<file path="src/rtl/uart_rx_fifo.sv">
// Receive-side byte FIFO between the UART receiver and the stopwatch command logic.
// First-word fall-through; define RX_FIFO_OVF_EN to enable the sticky overflow flag.
module uart_rx_fifo #(
  parameter int DEPTH_LOG2 = 3
) (
  input  logic                  clk,
  input  logic                  rst_n,
  input  logic [7:0]            rx_data,
  input  logic                  rx_done,
  input  logic                  rd_en,
  output logic [7:0]            rd_data,
  output logic                  empty,
  output logic                  full,
  output logic [DEPTH_LOG2:0]   count,
  output logic                  ovf,
  input  logic                  ovf_clr
);

  localparam int DEPTH = 1 << DEPTH_LOG2;
  localparam logic [DEPTH_LOG2:0]   CNT_FULL = DEPTH_LOG2'(0) + (DEPTH_LOG2+1)'(DEPTH);
  localparam logic [DEPTH_LOG2:0]   CNT_ONE  = 1;
  localparam logic [DEPTH_LOG2-1:0] PTR_ONE  = 1;

  logic [7:0]            mem_q [DEPTH];
  logic [DEPTH_LOG2-1:0] wr_ptr_q, wr_ptr_d;
  logic [DEPTH_LOG2-1:0] rd_ptr_q, rd_ptr_d;
  logic [DEPTH_LOG2:0]   count_q, count_d;
  logic                  push, pop, ovf_evt;

  // Flags come from the count register; pointer equality is ambiguous at full/empty.
  assign empty = (count_q == '0);
  assign full  = (count_q == CNT_FULL);
  assign count = count_q;

  assign pop     = rd_en & ~empty;
  assign push    = rx_done & (~full | pop);
  assign ovf_evt = rx_done & full & ~pop;

  assign rd_data = empty ? 8'h00 : mem_q[rd_ptr_q];

  always_comb begin
    wr_ptr_d = wr_ptr_q;
    rd_ptr_d = rd_ptr_q;
    count_d  = count_q;
    if (push) wr_ptr_d = wr_ptr_q + PTR_ONE;
    if (pop)  rd_ptr_d = rd_ptr_q + PTR_ONE;
    if (push && !pop)      count_d = count_q + CNT_ONE;
    else if (pop && !push) count_d = count_q - CNT_ONE;
  end

  always_ff @(posedge clk or negedge rst_n) begin
    if (!rst_n) begin
      wr_ptr_q <= '0;
      rd_ptr_q <= '0;
      count_q  <= '0;
    end else begin
      wr_ptr_q <= wr_ptr_d;
      rd_ptr_q <= rd_ptr_d;
      count_q  <= count_d;
    end
  end

  // Storage is deliberately left unreset; the pointers alone define validity.
  always_ff @(posedge clk) begin
    if (push) mem_q[wr_ptr_q] <= rx_data;
  end

`ifdef RX_FIFO_OVF_EN
  logic ovf_q, ovf_d;

  always_comb begin
    ovf_d = ovf_q;
    if (ovf_clr) ovf_d = 1'b0;
    if (ovf_evt) ovf_d = 1'b1;
  end

  always_ff @(posedge clk or negedge rst_n) begin
    if (!rst_n) ovf_q <= 1'b0;
    else        ovf_q <= ovf_d;
  end

  assign ovf = ovf_q;
`else
  logic unused_ovf;
  assign unused_ovf = ^{ovf_clr, ovf_evt};
  assign ovf = 1'b0;
`endif

endmodule

</file>
<file path="config.mk">
export PLATFORM = sky130hd
export DESIGN_NAME = uart_rx_fifo
export DESIGN_NICKNAME = d
export VERILOG_FILES = /design/src/rtl/uart_rx_fifo.sv
export SDC_FILE = /design/constraint.sdc
export NUM_CORES = 1
export LEC_CHECK = 0
export CORE_MARGIN = 2
export CORE_UTILIZATION = 40
export DETAILED_ROUTE_END_ITERATION = 10
export PLACE_DENSITY_LB_ADDON = 0.08
export SYNTH_ARGS = -nofsm -noshare
export SYNTH_HDL_FRONTEND = slang
export SYNTH_SLANG_ARGS = --single-unit
export TNS_END_PERCENT = 20
</file>
<file path="constraint.sdc">
create_clock -name clk -period 3.6 [get_ports clk]
set_input_delay 0.9 -clock clk [delete_from_list [all_inputs] [get_ports clk]]
set_output_delay 0.9 -clock clk [all_outputs]
set_load 0.005 [all_outputs]
</file>
# Yosys cells after proc, flatten, opt, wreduce, memory -nomap -nowiden
# Memory sizes are Yosys's and may differ from the RTL's.
# Index checks and enable logic that the tools add are counted.
# word_totals
reg_bits	10
latchBits	0
mem_bits_rw	64
mem_bits_ro	0
in_bits	13
output_inout_bits	15
wordCells	25
memories	1
# memory_table
memory	words	width	read_ports	rd_ports_with_merged_regs	write_ports	line	rtl
mem_q	8	8	1	0	1	24	logic [7:0] mem_q [DEPTH];
# op_classes
n_addsub	4
multipliers	0
div	0
order_cmp	0
eq_ne	1
n_shift	0
mux	5
bitwise_logic	5
n_reduce_logical	6
# op_table
op	n
4-bit 2-to-1 mux	2
8-bit 2-to-1 mux	1
3-bit by 1-bit adder with 3-bit output (second input constant)	2
4-bit by 1-bit adder with 4-bit output (second input constant)	1
4-bit == test (second input constant)	1
4-bit zero test	1
4-bit by 1-bit subtractor with 4-bit output (second input constant)	1
1-bit bitwise AND	2
1-bit logical AND	2
1-bit zero test	2
1-bit 2-to-1 mux	2
1-bit inverter	2
2-bit nonzero test	1
1-bit OR	1

# Logic depth before layout (Yosys ltp)
# Gate-level depths: netlist of run 1.
# logic_depth
depth_word	9
ltp_mapped	9
depth_no_buf	9

# Worst setup path after synthesis of run 1
# Ideal clock, no wire load.
# synth_path
path_type	flip-flop to flip-flop
startpoint	register count_q[0] (netlist: count[0])
endpoint	register count_q[3] (netlist: count[3])
setup_time_ns	0.131
arrival_time_ns	2.648
required_ns	3.469
setup_slack_ns	0.822
stages_incl_launch_ff	10
n_path_buf	0
synth_period_minus_slack_ns	2.778
path_cell_list	dfrtp_1 or4b_4 o21ai_4 inv_1 ha_1 inv_1 ha_1 or4_1 o211ai_1 o211ai_1
# synth_between
elab_chain_cells	8
word_cells_on_any_way	16
cone_classes	2 x add/sub; 1 x eq/ne; 2 x mux; 5 x bitwise; 6 x reduce/logical
# synth_rtl
element	line	rtl
start: declaration	27	logic [DEPTH_LOG2:0] count_q, count_d;
start signal: assignment	59	count_q <= count_d;
4-bit zero test	31	assign empty = (count_q == '0);
1-bit inverter	35	assign pop = rd_en & ~empty;
1-bit bitwise AND	35	
1-bit OR (*)	36	assign push = rx_done & (~full | pop);
1-bit bitwise AND (*)	36	
via push	28	logic push, pop, ovf_evt;
1-bit zero test	48	else if (pop && !push) count_d = count_q - CNT_ONE;
1-bit logical AND	48	
2-bit nonzero test (no line)	--	
# The timed path passes the listed nets; every way through them passes the cells marked *. The select of a mux whose other input is x is not followed.
# A chain may end at the register's enable or synchronous reset.

# Final worst setup path of run 1
# layout_path
startpoint	register count_q[0] (netlist: count[0])
endpoint	output port rd_data[2]
# layout_between
elab_chain_cells	2
# layout_rtl
element	line	rtl
4-bit zero test	31	
8-bit 2-to-1 mux	39	assign rd_data = empty ? 8'h00 : mem_q[rd_ptr_q];
end: declaration	11	output logic [7:0] rd_data,
# Every way passes these cells.

==> metrics.md, run 1 <==
| Metric | Value |
|---|---|
| Total grt overflow | 0 |
| I/O pins | 28 |
| Layout cells sized above 1 | 22.17% |
| R2R Path Start | count[0] |
| Number of gates resized after CTS | 0 |
| Area Overhead vs Synth | 18.64% |
| Synth warn | 0 |
| Yosys top cell area share | 62.64% |
| Main synth FF type | edfxtp_1 |
| Crit path DAT | about 2500 ps |
| TritonRoute pass-1 iters | 4 |
| Hold-fix buffers, CTS | 0 |
| Design Area, Final | 3640 µm² |
| Site Rows | 31 |
| Crit path capture type | output pin |
| Largest cells by area after synthesis | edfxtp_1 (63%), mux4_2 (12%), dfrtp_1 (8.2%), a22o_1 (2.3%), ha_1 (2.0%) |
| Vias per cell | between 5 and 6 |
| Worst Path Required | 2700 ps |
| Number of global-route vias before repair | 1767 |
| Routed WL | 5941 µm |
| HP Start | rd_ptr_q[2] |
| Place WS | 99.87 ps |
| Max Fanout on Critical Path | 7 |
| DP HPWL | 3827 µm |
| F_max | 296.0 MHz |
| Post-Synthesis Cells | 160 |
| Largest net degree at the start of global routing | 19 |
| Layout Utilization | 49.65% |
| Final setup margin | 221.6 ps |
| GPL Wtd Cong | 0.7854 |
| Avg WL per Cell | 19.67 µm |
| Max incr delay on CP | 580 ps |
| Register area | between 2000 and 2500 µm² |
| Combinational share of power | 37.7% |
| Number of diodes | 0 |
| Starting density of the core | between 40% and 50% |
| Seq/Total Area, Yosys | between 70% and 80% |
| 1st-iter DRT viols | 38 |
| PwrDens | 792.3 nW/µm² |
| IO buf count | 25 |
| Skew final | 7.551 ps |
| DIE HEIGHT | 91.58 µm |
| Delay-heaviest family, CP | buffers and inverters |
| Vias | 1580 |
| Multi-input logic area | about 840 µm² |
| CTS tree | built |
| Async SR Flop Fraction | 13.51% |
| Nets | between 200 and 250 |
| Outcome | finished, final reports clean |
| Cell with the most instances after synthesis | edfxtp_1 |
| Core Region | ~7300 µm² |
| WP buf/inv | 3 |
| Final setup fails | 0 |
| H-tree depth | 3 |
| Worst-Margin Slew | 880.8 ps |
| CTS sink count | 74 |
| Crit-path cells | or4_4 -> inv_1 -> nor2_1 -> buf_4 -> a22o_1 -> clkdlybuf4s50_1 |
| Hold Crit Depth | 1 |
| Slowest CP cell | or4_4 |
| Worst hold path class | reg2reg |
| Part of the power in the clock network | 18.0% |
| Critical Path Start Type | register |
| DRT antenna net count | 0 |
| Seq pwr share | 44.2% |
| Yosys cell types | 35 |
| Area after DPL | 3488 µm² |
| Sw Pwr | 0.8889 mW |
| Number of CTS-inserted buffers | 9 |
| WS Path Type | reg2out |
| Hold EP | rd_ptr_q[2] |
| Period Utilization, post-route | 93.85% |
| Global-route wire length before repair | 9570 µm |
| Synthesized flop and latch total | 74 |
| Unrepaired setup endpoints after global routing | false |
| Residual DRC | 0 |
| LEAKAGE | approximately 1.2 nW |
| Reg clk slew, reported paths | 70 ps |
| Syn nets | about 180 |
| Post-synth EDFFs | 64 |
| # fillers | 616 |
| Max cap viols | 0 |
| Post-Route Setup TNS | 0 ps |
| Hold Fails Final Rpt | 0 |
| Initial antenna violation count | 0 |
| Most instantiated cells after synthesis | edfxtp_1 (64), mux4_2 (16), dfrtp_1 (10), a22o_1 (8), xnor2_1 (6) |
| Synthesized area | 3068 µm² |
| Skew-Pair Late Insertion Delay | 340 ps |
| Worst R2R End | count[3] |
| Hold_ws | 509.1 ps |
| GR Util All Layers | 15.84% |
| Register-to-Register Setup Slack | 550 ps |
| Final Critical Period | between 3000 and 4000 ps |
| Final Max Tran Viols | 0 |
| Cell taking the most area after synthesis | edfxtp_1 |
| Die width | approximately 90 µm |
| Post-CTS Setup Bufs | 0 |
| Max Buffers Root-to-Sink | 2 |
| Peak supply drop | ~0.31 mV |
| CTS Root Buffer Type | clkbuf_8 |
| Sw Share | 30.83% |
| Die area | 8386 µm² |
| Worst rel slew slack | 41.28% |
| FF-to-FF path depth | 9 |
| Internal power | 1.995 mW |
| Synthesized area per cell | 19.17 µm² |
flip-flops by register name, summed over array words and instances (netlist names):
| name | flops |
|---|---|
| mem_q | 64 |
| rd_ptr_q | 3 |
| count | 4 |
| wr_ptr_q | 3 |
power by group through the flow:
stage	sequential, mW	combinational (mW)	clock [mW]
floorplan	1.21	0.715	0
global placement	1.28	1.08	0
detailed placement	1.30	1.11	0
CTS	1.28	1.11	0.535
global route	1.30	1.20	0.570
finish	1.27	1.09	0.520
worst register-to-register path, stage by stage (launching register included):
cell	delay (ps)
dfrtp_1	480
or4b_4	600
o21ai_4	270
inv_1	80
ha_1	270
inv_1	150
ha_1	310
or4_1	550
o211ai_1	130
o211ai_1	100
layout by cell type (no fill, tap or decap), types with 2 or more instances in the layout:
| cell | count |
|---|---|
| mux4_2 | 16 |
| a22o_1 | 8 |
| edfxtp_1 | 64 |
| clkinv_1 | 2 |
| a21oi_1 | 2 |
| nor2_1 | 4 |
| inv_1 | 4 |
| nand3_1 | 3 |
| buf_4 | 9 |
| dfrtp_1 | 10 |
| clkbuf_1 | 2 |
| mux2_2 | 2 |
| xnor2_1 | 6 |
| o211ai_1 | 4 |
| nor3_1 | 5 |
| clkbuf_8 | 9 |
| clkdlybuf4s50_1 | 25 |
| nand2_1 | 4 |
| ha_1 | 5 |
| nand2b_1 | 2 |
cells by family after synthesis:
group | after synthesis | synth area share, %
buf+inv | 11 | 2.038
compound gates | 17 | 4.649
other cells | 1 | 0.1222
flops | 74 | 70.80
mux | 20 | 13.30
fa+ha+maj | 6 | 2.692
simple gates | 25 | 4.690
xor+xnor | 6 | 1.713
layout make-up:
class / count / share of cell area, %
clock inverters: 4 / 0.5500
clock buffers: 11 / 3.609
multi-input cells: 75 / 23.07
well taps: 99 / 3.403
inverters: 4 / 0.4125
repair buffers: 35 / 9.282
flip-flops and latches: 74 / 59.68
routing by layer:
metal / GRT usage, % / vias up / part of all wire (%)
met2: 25.61 / 25 / 49
met1: 20.79 / 823 / 47
met3: 3.734 / 6 / 2.9
li1: - / 726 / -
met5: 0 / - / 0
met4: 6.061 / 0 / 0.98
worst max path at each step:
| stage | cells after the start | start | end |
|---|---|---|---|
| after global routing | 6 | count[0] | rd_data[2] |
| final | 6 | count[0] | rd_data[2] |
| after global placement | 9 | rd_en | count[3] |
| after floorplan | 9 | count[0] | count[3] |
| after detailed placement | 9 | rd_en | count[3] |
| after CTS | 6 | count[0] | rd_data[2] |
metrics by stage:
step / std cells / power [mW]
floorplan: 160 / 1.920
global placement: 287 / 2.360
detailed placement: 287 / 2.404
CTS: 302 / 2.923
global route: 302 / 3.075
finish: 302 / 2.884
No activity file was read; power rests on OpenSTA's default activity.
==> run 2: changes to the inputs <==
- PLACE_DENSITY_LB_ADDON: 0.08 -> 0.2
- clock period: 3.6 -> 3.95 ns (I/O delays scaled with it)
==> metrics.md, run 2 (synthesized netlist as in run 1, its figures left out) <==
| Metric | Value |
|---|---|
| WP buf/inv | 3 |
| Most common cell after layout, fill and taps aside | edfxtp_1 |
| Final Critical Period | 3397 ps |
| Max reg flops | 64 |
| Layout Utilization | 50.79% |
| Layout cells sized above 1 | 23.53% |
| Met3 routed WL | 357 µm |
| Worst hold path class | reg2reg |
| Core Region | between 7000 and 8000 µm² |
| Skew-Pair Late Insertion Delay | approximately 350 ps |
| Die width | 91.58 µm |
| Met2 wire len | 2908 µm |
| DP HPWL | 3623 µm |
| Most frequent cells in the layout | edfxtp_1 (64), clkdlybuf4s50_1 (25), mux4_2 (16), dfrtp_1 (10) |
| Nets | 218 |
| DRT antenna net count | 0 |
| Site Rows | 31 |
| Max Fanout on Critical Path | 8 |
| Place WS | 407.7 ps |
| Layout Cells excl Fill | around 300 |
| GR Util All Layers | 15.25% |
| Number of gates resized after CTS | 0 |
| Final Max Tran Viols | 0 |
| FF-to-FF path depth | 9 |
| Die area | 8386 µm² |
| Delay-heaviest family, CP | buffers and inverters |
| Hold-fix buffers, CTS | 0 |
| WP depth | 6 |
| Worst rel slew slack | 43.29% |
| LEAKAGE | about 1.3 nW |
| Unrepaired setup endpoints after global routing | false |
| I/O pins | 28 |
| Hold Fails Final Rpt | 0 |
| Met1 WL | 2374 µm |
| Dpl cells | between 200 and 300 |
| CTS Root Buffer Type | clkbuf_8 |
| Highest metal used | met4 |
| Vias per cell | between 5 and 6 |
| Period Utilization, post-route | 85.99% |
| 1st-iter DRT viols | 40 |
| Avg WL per Cell | 18.98 µm |
| Post-CTS Setup Bufs | 0 |
| GPL Wtd Cong | about 0.78 |
| Area after DPL | between 3000 and 4000 µm² |
| Worst setup path start | count[0] |
| Worst Path Required | approximately 3000 ps |
| H-tree depth | 3 |
| Max cap viols | 0 |
| Post-Route Setup TNS | 0 ps |
| IO buf count | 25 |
| Slowest CP cell | or4_4 |
| Outcome | finished, final reports clean |
| Largest net degree at the start of global routing | 19 |
| Skew final | 11.06 ps |
| WS Path Type | reg2out |
| Worst-Margin Slew | 850.6 ps |
| # fillers | ~580 |
| Final setup margin | 553.4 ps |
| DIE HEIGHT | 91.58 µm |
| Power, Total | around 2.8 mW |
| Max Buffers Root-to-Sink | 2 |
| Number of diodes | 0 |
| Number of global-route vias before repair | 1671 |
| Reg clk slew, reported paths | 80 ps |
| Routed WL | 5750 µm |
| R2R Path Start | count[0] |
| Biggest register | mem_q |
| Initial antenna violation count | 0 |
| Crit-path cells | or4_4 -> inv_1 -> nor2_1 -> buf_4 -> a22o_1 -> clkdlybuf4s50_1 |
| Worst R2R End | count[3] |
| Vias | about 1600 |
| CTS sink count | 74 |
| Area Overhead vs Synth | 21.37% |
| Global-route wire length before repair | 9142 µm |
| Residual DRC | 0 |
| Crit path capture type | output pin |
| F_max | 294.4 MHz |
| Design Area, Final | approximately 3700 µm² |
| Register-to-Register Setup Slack | 910 ps |
| Final setup fails | 0 |
| Critical Path Start Type | register |
| PwrDens | 765.3 nW/µm² |
| Crit path DAT | 2410 ps |
| TritonRoute pass-1 iters | 6 |
| Max incr delay on CP | 570 ps |
| Setup crit end | rd_data[0] |
| Peak supply drop | approximately 0.27 mV |
| Hold_ws | between 500 and 600 ps |
| Starting density of the core | about two fifths |
| Total grt overflow | 0 |
| CTS tree | built |
| Number of CTS-inserted buffers | 9 |
[run 2: cell types whose count changed in the layout (fill, tap and decap cells not counted), sizes merged]
cell / delta
clkinvlp: +1
bufinv: +3
clkinv: -3
clkbuf: -1
inv: +1
[run 2: how the worst min path moves through the flow]
stage | startpoint | endpoint | slack, ps | depth (start not counted)
2_1_floorplan | rd_ptr_q[2] | rd_ptr_q[2] | 470 | 1
3_3_place_gp | rd_ptr_q[2] | rd_ptr_q[2] | 480 | 1
3_5_place_dp | rd_ptr_q[2] | rd_ptr_q[2] | 490 | 1
4_1_cts | rd_ptr_q[2] | rd_ptr_q[2] | 510 | 1
5_1_grt | rd_ptr_q[2] | rd_ptr_q[2] | 560 | 1
6_report | rd_ptr_q[2] | rd_ptr_q[2] | 510 | 1
[run 2: per-layer routing]
metal	GRT usage, %	vias to the layer above
met2	25.37	46
met3	3.485	9
met4	7.197	0
li1	-	725
met1	18.83	787
met5	0	-
[run 2: power by group]
| part | leakage [nW] | total (mW) | internal, mW | switching (mW) |
|---|---|---|---|---|
| clock | 0.113 | 0.702 | 0.422 | 0.280 |
| combinational | 0.455 | 0.992 | 0.593 | 0.399 |
| sequential | 0.699 | 1.16 | 1.01 | 0.151 |
[run 2: area by class of cell]
| type | count | area [µm²] | share of cell area, % |
|---|---|---|---|
| Clock buffer | 10 | 127.6 | 3.427 |
| Clock inverter | 6 | 113.9 | 3.058 |
| Inverter | 4 | 15.01 | 0.4032 |
| Multi-Input combinational cell | 75 | 833.3 | 22.38 |
| Sequential cell | 74 | 2172 | 58.33 |
| Tap cell | 99 | 123.9 | 3.327 |
| Timing Repair Buffer | 35 | 337.8 | 9.073 |
[run 2: worst register-to-register path, delay by kind of cell, from the launching register on]
family,cells,cell delay [ps]
DFF,1,490
buffers and inverters,2,230
and+or+nand+nor,2,1130
adders and majority gates,2,580
AOI/OAI and AO/OA,3,490
